--- src/rtl/disp_pkg.sv ---
// Shared encodings for the display message scheduler: message codes, FSM states
// and the priority helper used when requests compete.
package disp_pkg;

    localparam logic [1:0] MSG_NUM = 2'b00;
    localparam logic [1:0] MSG_OP  = 2'b01;
    localparam logic [1:0] MSG_VAL = 2'b10;
    localparam logic [1:0] MSG_ERR = 2'b11;

    typedef enum logic {
        NUM  = 1'b0,
        HOLD = 1'b1
    } state_e;

    // The code values happen to be priority-ordered; keep the mapping explicit
    // so a future re-encoding does not silently change arbitration.
    function automatic logic [1:0] msg_prio(input logic [1:0] code);
        logic [1:0] p;
        case (code)
            MSG_ERR: p = 2'd3;
            MSG_VAL: p = 2'd2;
            MSG_OP:  p = 2'd1;
            default: p = 2'd0;
        endcase
        return p;
    endfunction

endpackage

--- src/rtl/disp_hold_timer.sv ---
// Message hold timer: down-counter loaded on restart, registered expire pulse
// marks the last held cycle. en means "holding in the coming cycle".
module disp_hold_timer #(
    parameter  int HOLD_CYCLES = 100_000_000,
    localparam int TMR_W       = $clog2(HOLD_CYCLES)
) (
    input  logic clk,
    input  logic rst,
    input  logic restart,
    input  logic en,
    output logic expire
);

    logic [TMR_W-1:0] cnt_q, cnt_d;
    logic             expire_q;

    always_comb begin
        cnt_d = cnt_q;
        if (!en) begin
            cnt_d = '0;
        end else if (restart) begin
            cnt_d = TMR_W'(HOLD_CYCLES - 1);
        end else if (cnt_q != '0) begin
            cnt_d = cnt_q - 1'b1;
        end
    end

    always_ff @(posedge clk or negedge rst) begin
        if (!rst) begin
            cnt_q    <= '0;
            expire_q <= 1'b0;
        end else begin
            cnt_q    <= cnt_d;
            expire_q <= en && (cnt_d == '0);
        end
    end

    assign expire = expire_q;

endmodule

--- src/rtl/disp_msg_scheduler.sv ---
// Display message scheduler: shares the 7-segment decoder between the current
// number and timed ERR/VAL/OP messages. Optional pending slot: DISP_PEND_QUEUE_EN.
//
// state | meaning
// NUM   | decoder shows the registered number
// HOLD  | a timed status message is on the display
module disp_msg_scheduler
    import disp_pkg::*;
#(
    parameter int HOLD_CYCLES = 100_000_000
) (
    input  logic       clk,
    input  logic       rst,
    input  logic       clr,
    input  logic       num_valid,
    input  logic [7:0] num_bin,
    input  logic       num_sgn,
    input  logic [1:0] num_dot,
    input  logic       err_req,
    input  logic       val_req,
    input  logic       op_req,
    output logic [1:0] msg,
    output logic [7:0] bin,
    output logic       sgn,
    output logic [1:0] dot,
    output logic       busy,
    output logic       msg_done
);

    state_e     state_q, state_d;
    logic [1:0] code_q, code_d;
    logic [1:0] req_code;
    logic       restart;
    logic       expire;
    logic [7:0] bin_q;
    logic       sgn_q;
    logic [1:0] dot_q;

`ifdef DISP_PEND_QUEUE_EN
    // MSG_NUM doubles as "pending slot empty"; it has the lowest priority.
    logic [1:0] pend_q, pend_d;
    logic [1:0] best_code;
    assign best_code = (msg_prio(req_code) > msg_prio(pend_q)) ? req_code : pend_q;
`endif

    assign req_code = err_req ? MSG_ERR :
                      val_req ? MSG_VAL :
                      op_req  ? MSG_OP  : MSG_NUM;

    always_ff @(posedge clk or negedge rst) begin
        if (!rst) begin
            state_q <= NUM;
            code_q  <= MSG_NUM;
`ifdef DISP_PEND_QUEUE_EN
            pend_q  <= MSG_NUM;
`endif
        end else begin
            state_q <= state_d;
            code_q  <= code_d;
`ifdef DISP_PEND_QUEUE_EN
            pend_q  <= pend_d;
`endif
        end
    end

    always_comb begin
        state_d = state_q;
        code_d  = code_q;
        restart = 1'b0;
`ifdef DISP_PEND_QUEUE_EN
        pend_d  = pend_q;
`endif
        if (clr) begin
            state_d = NUM;
            code_d  = MSG_NUM;
`ifdef DISP_PEND_QUEUE_EN
            pend_d  = MSG_NUM;
`endif
        end else begin
            case (state_q)
                NUM: begin
                    if (req_code != MSG_NUM) begin
                        state_d = HOLD;
                        code_d  = req_code;
                        restart = 1'b1;
                    end
                end
                HOLD: begin
                    // Preempt or retrigger wins even in the expiry cycle.
                    if (req_code != MSG_NUM && msg_prio(req_code) >= msg_prio(code_q)) begin
                        code_d  = req_code;
                        restart = 1'b1;
                    end else if (expire) begin
`ifdef DISP_PEND_QUEUE_EN
                        if (best_code != MSG_NUM) begin
                            code_d  = best_code;
                            restart = 1'b1;
                            pend_d  = MSG_NUM;
                        end else begin
                            state_d = NUM;
                            code_d  = MSG_NUM;
                        end
`else
                        state_d = NUM;
                        code_d  = MSG_NUM;
`endif
                    end
`ifdef DISP_PEND_QUEUE_EN
                    else if (msg_prio(req_code) > msg_prio(pend_q)) begin
                        pend_d = req_code;
                    end
`endif
                end
                default: begin
                    state_d = NUM;
                    code_d  = MSG_NUM;
                end
            endcase
        end
    end

    always_comb begin
        msg  = (state_q == HOLD) ? code_q : MSG_NUM;
        busy = (state_q == HOLD);
    end

    disp_hold_timer #(
        .HOLD_CYCLES(HOLD_CYCLES)
    ) u_hold_timer (
        .clk     (clk),
        .rst     (rst),
        .restart (restart),
        .en      (state_d == HOLD),
        .expire  (expire)
    );

    always_ff @(posedge clk or negedge rst) begin
        if (!rst) begin
            bin_q <= '0;
            sgn_q <= 1'b0;
            dot_q <= '0;
        end else if (clr) begin
            bin_q <= '0;
            sgn_q <= 1'b0;
            dot_q <= '0;
        end else if (num_valid) begin
            bin_q <= num_bin;
            sgn_q <= num_sgn;
            dot_q <= num_dot;
        end
    end

    assign bin      = bin_q;
    assign sgn      = sgn_q;
    assign dot      = dot_q;
    assign msg_done = expire;

endmodule

--- config.mk ---
export PLATFORM = sky130hd
export DESIGN_NAME = disp_msg_scheduler
export DESIGN_NICKNAME = d
export VERILOG_FILES = /design/src/rtl/disp_pkg.sv /design/src/rtl/disp_hold_timer.sv /design/src/rtl/disp_msg_scheduler.sv
export SDC_FILE = /design/constraint.sdc
export NUM_CORES = 1
export LEC_CHECK = 0
export CAP_MARGIN = 20
export CORE_MARGIN = 2
export CORE_UTILIZATION = 30
export DETAILED_ROUTE_END_ITERATION = 6
export GPL_ROUTABILITY_DRIVEN = 0
export PLACE_DENSITY = 0.48
export SYNTH_ARGS = -nofsm -noshare
export SYNTH_HDL_FRONTEND = slang
export SYNTH_SLANG_ARGS = --single-unit
export TNS_END_PERCENT = 30
--- constraint.sdc ---
create_clock -name clk -period 4.1 [get_ports clk]
set_input_delay 0.41 -clock clk [delete_from_list [all_inputs] [get_ports clk]]
set_output_delay 0.41 -clock clk [all_outputs]
set_load 0.02 [all_outputs]
==> results.txt <==
----------------------------------------------------
[Outcome]
  Result of the run ... complete, but fails checks
  Violated checks ... negative hold slack

[Synth]
  Summed instance area of the synthesized netlist ... 2360 um^2
  Dominant register cell in the synthesized netlist ... sky130_fd_sc_hd__dfrtp_1
  Mapped Nets ... 274
  Post-synthesis register bit count ... 42
  Cell count after synthesis ... 252
  Async set or reset register ratio after synthesis ... 100%
  Number of distinct library cells after synthesis ... 47
  Seq/Total Area, Yosys ... 44.6%
  Avg Inst Size Synth ... 9.35 um^2
  Number of flops mapped to enable cells by yosys ... 0
  Number of warning messages in the yosys log ... 0

[Power and ir drop]
  Power Density ... 344 nW/um^2
  Static power due to leakage ... 1.15 nW
  Combinational share of power ... 22.5%
  Part of the power in registers ... 50.6%
  Psw ... 0.317 mW
  Clock network fraction of total power ... 26.9%
  Internal Pwr Total ... 0.676 mW
  Peak supply drop ... 0.000162 V
  Switching power share of the total ... 31.9%

[Detailed routing]
  DR pass1 iterations ... 4
  Number of violations reported at the end of detailed-routing iteration 0 ... 106
  Wire length on met2 ... 2630 um
  Number of nets with antenna violations after routing ... 0
  Number of vias per cell after detailed routing ... 5.04
  Met3 WL ... 371 um
  Uppermost routed layer ... met4
  Final wirelength ... 5880 um
  Detailed-route DRC error count ... 0
  Routed met1 length ... 2820 um
  Vias after detailed routing ... 1957
  Post-detailed-route wirelength per cell ... 15.1 um

[STA]
  Max Fclk ... 340 MHz
  Min cycle time layout ... 2940 ps
  Final total negative setup slack ... 0 ps
  Final-report max-slew violation count ... 0
  Worst Hold Slack ... -0.0439 ps
  Final setup violation count ... 0
  RSZ-0062 raised after global routing ... false
  Final worst slack ... 1160 ps
  Worst Tran Pin Value ... 701 ps
  Headroom to the max-slew limit ... 52.9%
  Period utilisation layout ... 71.8%
  Setup clock skew after layout ... 7.36 ps
  Final hold violation count ... 1

[Clock network]
  Clock Root Buffer ... sky130_fd_sc_hd__clkbuf_8
  CTS tree ... done
  Insertion delay to the later sink of the worst-skew pair ... 290 ps
  Cts bufs inserted ... 5
  Resized Gates After CTS ... 0
  Clk sinks ... 42
  Reg clk slew, reported paths ... 80 ps
  Post-CTS setup buffer count ... 0
  Count of hold buffers inserted by post-cts repair ... 0
  Number of buffers on the longest clock path ... 2
  Number of H-tree levels ... 2

[Worst setup path]
  CP Max Fanout ... 10
  Worst Setup Path Type ... reg2reg
  WP data required ... 4340 ps
  Element type at the critical path end ... flop
  Arrival time at the worst endpoint ... 3180 ps
  Launching element type of the critical path ... flop

[Placement]
  Detailed placer's ending HPWL ... 4190 um
  Number of instances in the placed design ... 379
  Number of port buffers ... 32
  Post-place setup slack ... 1070 ps

[Min path]
  Type of the tightest min-delay check ... in2async

[Global route]
  Aggregate global routing overflow ... 0
  Number of global-route vias before repair ... 1982
  Global-route wire length before repair ... 9990 um
  Global-route usage over all layers ... 14.7%
  Number of antenna violations at the first check in global routing ... 0
  Maximum number of pins on one net before global-route repair ... 43

[Layout]
  Final Core Density ... 37.6%
  Post-synthesis to final-layout area growth ... 22.6%
  Number of inserted diodes ... 0
  Non-filler instance count after layout ... 388
  Fraction of layout instances using a drive strength above 1 ... 7.69%
  # nets final ... 307

[Floorplan]
  Die width ... 92.6 um
  Starting Density ... 30.7%
  Die area ... 8580 um^2
  Core area ... 7690 um^2
  Boundary Pins ... 33
  Placement Rows ... 32
  Die height ... 92.6 um

[Flow run]
  Total of max-cap violations ... 0

----------------------------------------------------
path summary, 6_finish.rpt:
kind | startpoint | to | slack (ps) | cells after the start
setup / recovery | u_hold_timer.cnt_q[20] | u_hold_timer.expire | 1160 | 9
hold / removal | rst | code_q[1] | -0.04 | 1
setup reg to reg | u_hold_timer.cnt_q[20] | u_hold_timer.expire | 1160 | 9
hold reg to reg | bin[2] | bin[2] | 520 | 2
max in group asynchronous | rst | u_hold_timer.cnt_q[22] | 3630 | 2
min in group clk | bin[2] | bin[2] | 520 | 2
cell usage after synthesis, types with 3 or more instances:
library cell               instances  area share (%)
sky130_fd_sc_hd__dfrtp_1          42              45
sky130_fd_sc_hd__xor2_1            8             3.0
sky130_fd_sc_hd__o31ai_1           3            0.96
sky130_fd_sc_hd__and2_1            4             1.1
sky130_fd_sc_hd__nor4_1           11             2.9
sky130_fd_sc_hd__xnor2_1          13             4.8
sky130_fd_sc_hd__ha_1              4             2.1
sky130_fd_sc_hd__nor3_1            9             1.9
sky130_fd_sc_hd__nand3_1           9             1.9
sky130_fd_sc_hd__o21ai_0          17             3.6
sky130_fd_sc_hd__mux2i_1          11             4.7
sky130_fd_sc_hd__nand2_1          19             3.0
sky130_fd_sc_hd__inv_1             6            0.96
sky130_fd_sc_hd__or3_1             4             1.1
sky130_fd_sc_hd__and3_1            4             1.1
sky130_fd_sc_hd__nor2_1           31             4.9
sky130_fd_sc_hd__nand4_1           6             1.6
sky130_fd_sc_hd__a21oi_1           5             1.1
sky130_fd_sc_hd__clkbuf_1          8             1.3
cells in the final DEF (no fill, tap or decap), types with 8 or more instances in the layout:
cell type / instances
sky130_fd_sc_hd__nor4_1: 11
sky130_fd_sc_hd__nor3_1: 9
sky130_fd_sc_hd__nor2_1: 31
sky130_fd_sc_hd__nand2_1: 19
sky130_fd_sc_hd__o21ai_0: 17
sky130_fd_sc_hd__dfrtp_1: 42
sky130_fd_sc_hd__nand3_1: 9
sky130_fd_sc_hd__xnor2_1: 13
sky130_fd_sc_hd__mux2i_1: 11
sky130_fd_sc_hd__clkdlybuf4s50_1: 31
sky130_fd_sc_hd__xor2_1: 8
routing by layer:
layer,up-vias,track usage [%]
met2,57,23.4
met5,-,0
li1,968,-
met4,0,4.53
met1,926,20.3
met3,6,2.77
logic make-up (layout without fill, tap and decap cells):
logic type | Yosys count | count (layout) | share of synthesized area, %
AND/OR/NAND/NOR | 115 | 115 | 26.0
XOR/XNOR | 21 | 21 | 7.80
AO/OA/AOI/OAI | 40 | 40 | 11.1
buffers and inverters | 18 | 52 | 3.24
multiplexers | 12 | 12 | 5.15
flip-flops | 42 | 42 | 44.6
adder cells (fa/ha/maj) | 4 | 4 | 2.12
registers in the layout, indices dropped and copies added (netlist names):
| name | cells |
|---|---|
| u_hold_timer.cnt_q | 27 |
| bin | 8 |
| code_q | 2 |
| dot | 2 |
| sgn | 1 |
| u_hold_timer.expire | 1 |
| busy | 1 |
cell type report:
| class | instances | area (um^2) |
|---|---|---|
| multi-input combinational | 192 | 1230 |
| inverter | 6 | 22.5 |
| tap | 102 | 128 |
| fill | 795 | 4800 |
| clock inverter | 2 | 13.8 |
| sequential | 42 | 1050 |
| clock buffer | 6 | 72.6 |
| timing repair buffer | 38 | 373 |
through the flow:
stage | hold slack [ps] | power, mW | area, um^2
4_1_cts | 297 | 1.01 | 2870
5_1_grt | 4.71 | 1.06 | 2890
3_5_place_dp | 512 | 0.731 | 2780
6_report | -0.0439 | 0.993 | 2890
2_1_floorplan | 114 | 0.641 | 2360
3_3_place_gp | 504 | 0.734 | 2780
worst max-delay path: stages (launching register included):
cell	delay, ps
sky130_fd_sc_hd__dfrtp_1	430
sky130_fd_sc_hd__nor3_1	460
sky130_fd_sc_hd__and3_1	310
sky130_fd_sc_hd__and3_1	410
sky130_fd_sc_hd__buf_4	240
sky130_fd_sc_hd__nor3_1	70
sky130_fd_sc_hd__xnor2_1	130
sky130_fd_sc_hd__nor2_1	80
sky130_fd_sc_hd__or4bb_1	480
sky130_fd_sc_hd__and4bb_1	270
power groups by stage:
stage          Clock [mW]  Sequential [mW]  Combinational [mW]
2_1_floorplan           0            0.504               0.137
3_3_place_gp            0            0.510               0.224
3_5_place_dp            0            0.509               0.222
4_1_cts             0.282            0.502               0.223
5_1_grt             0.301            0.510               0.251
6_report            0.267            0.502               0.224
(Power assumes the default switching activity.)
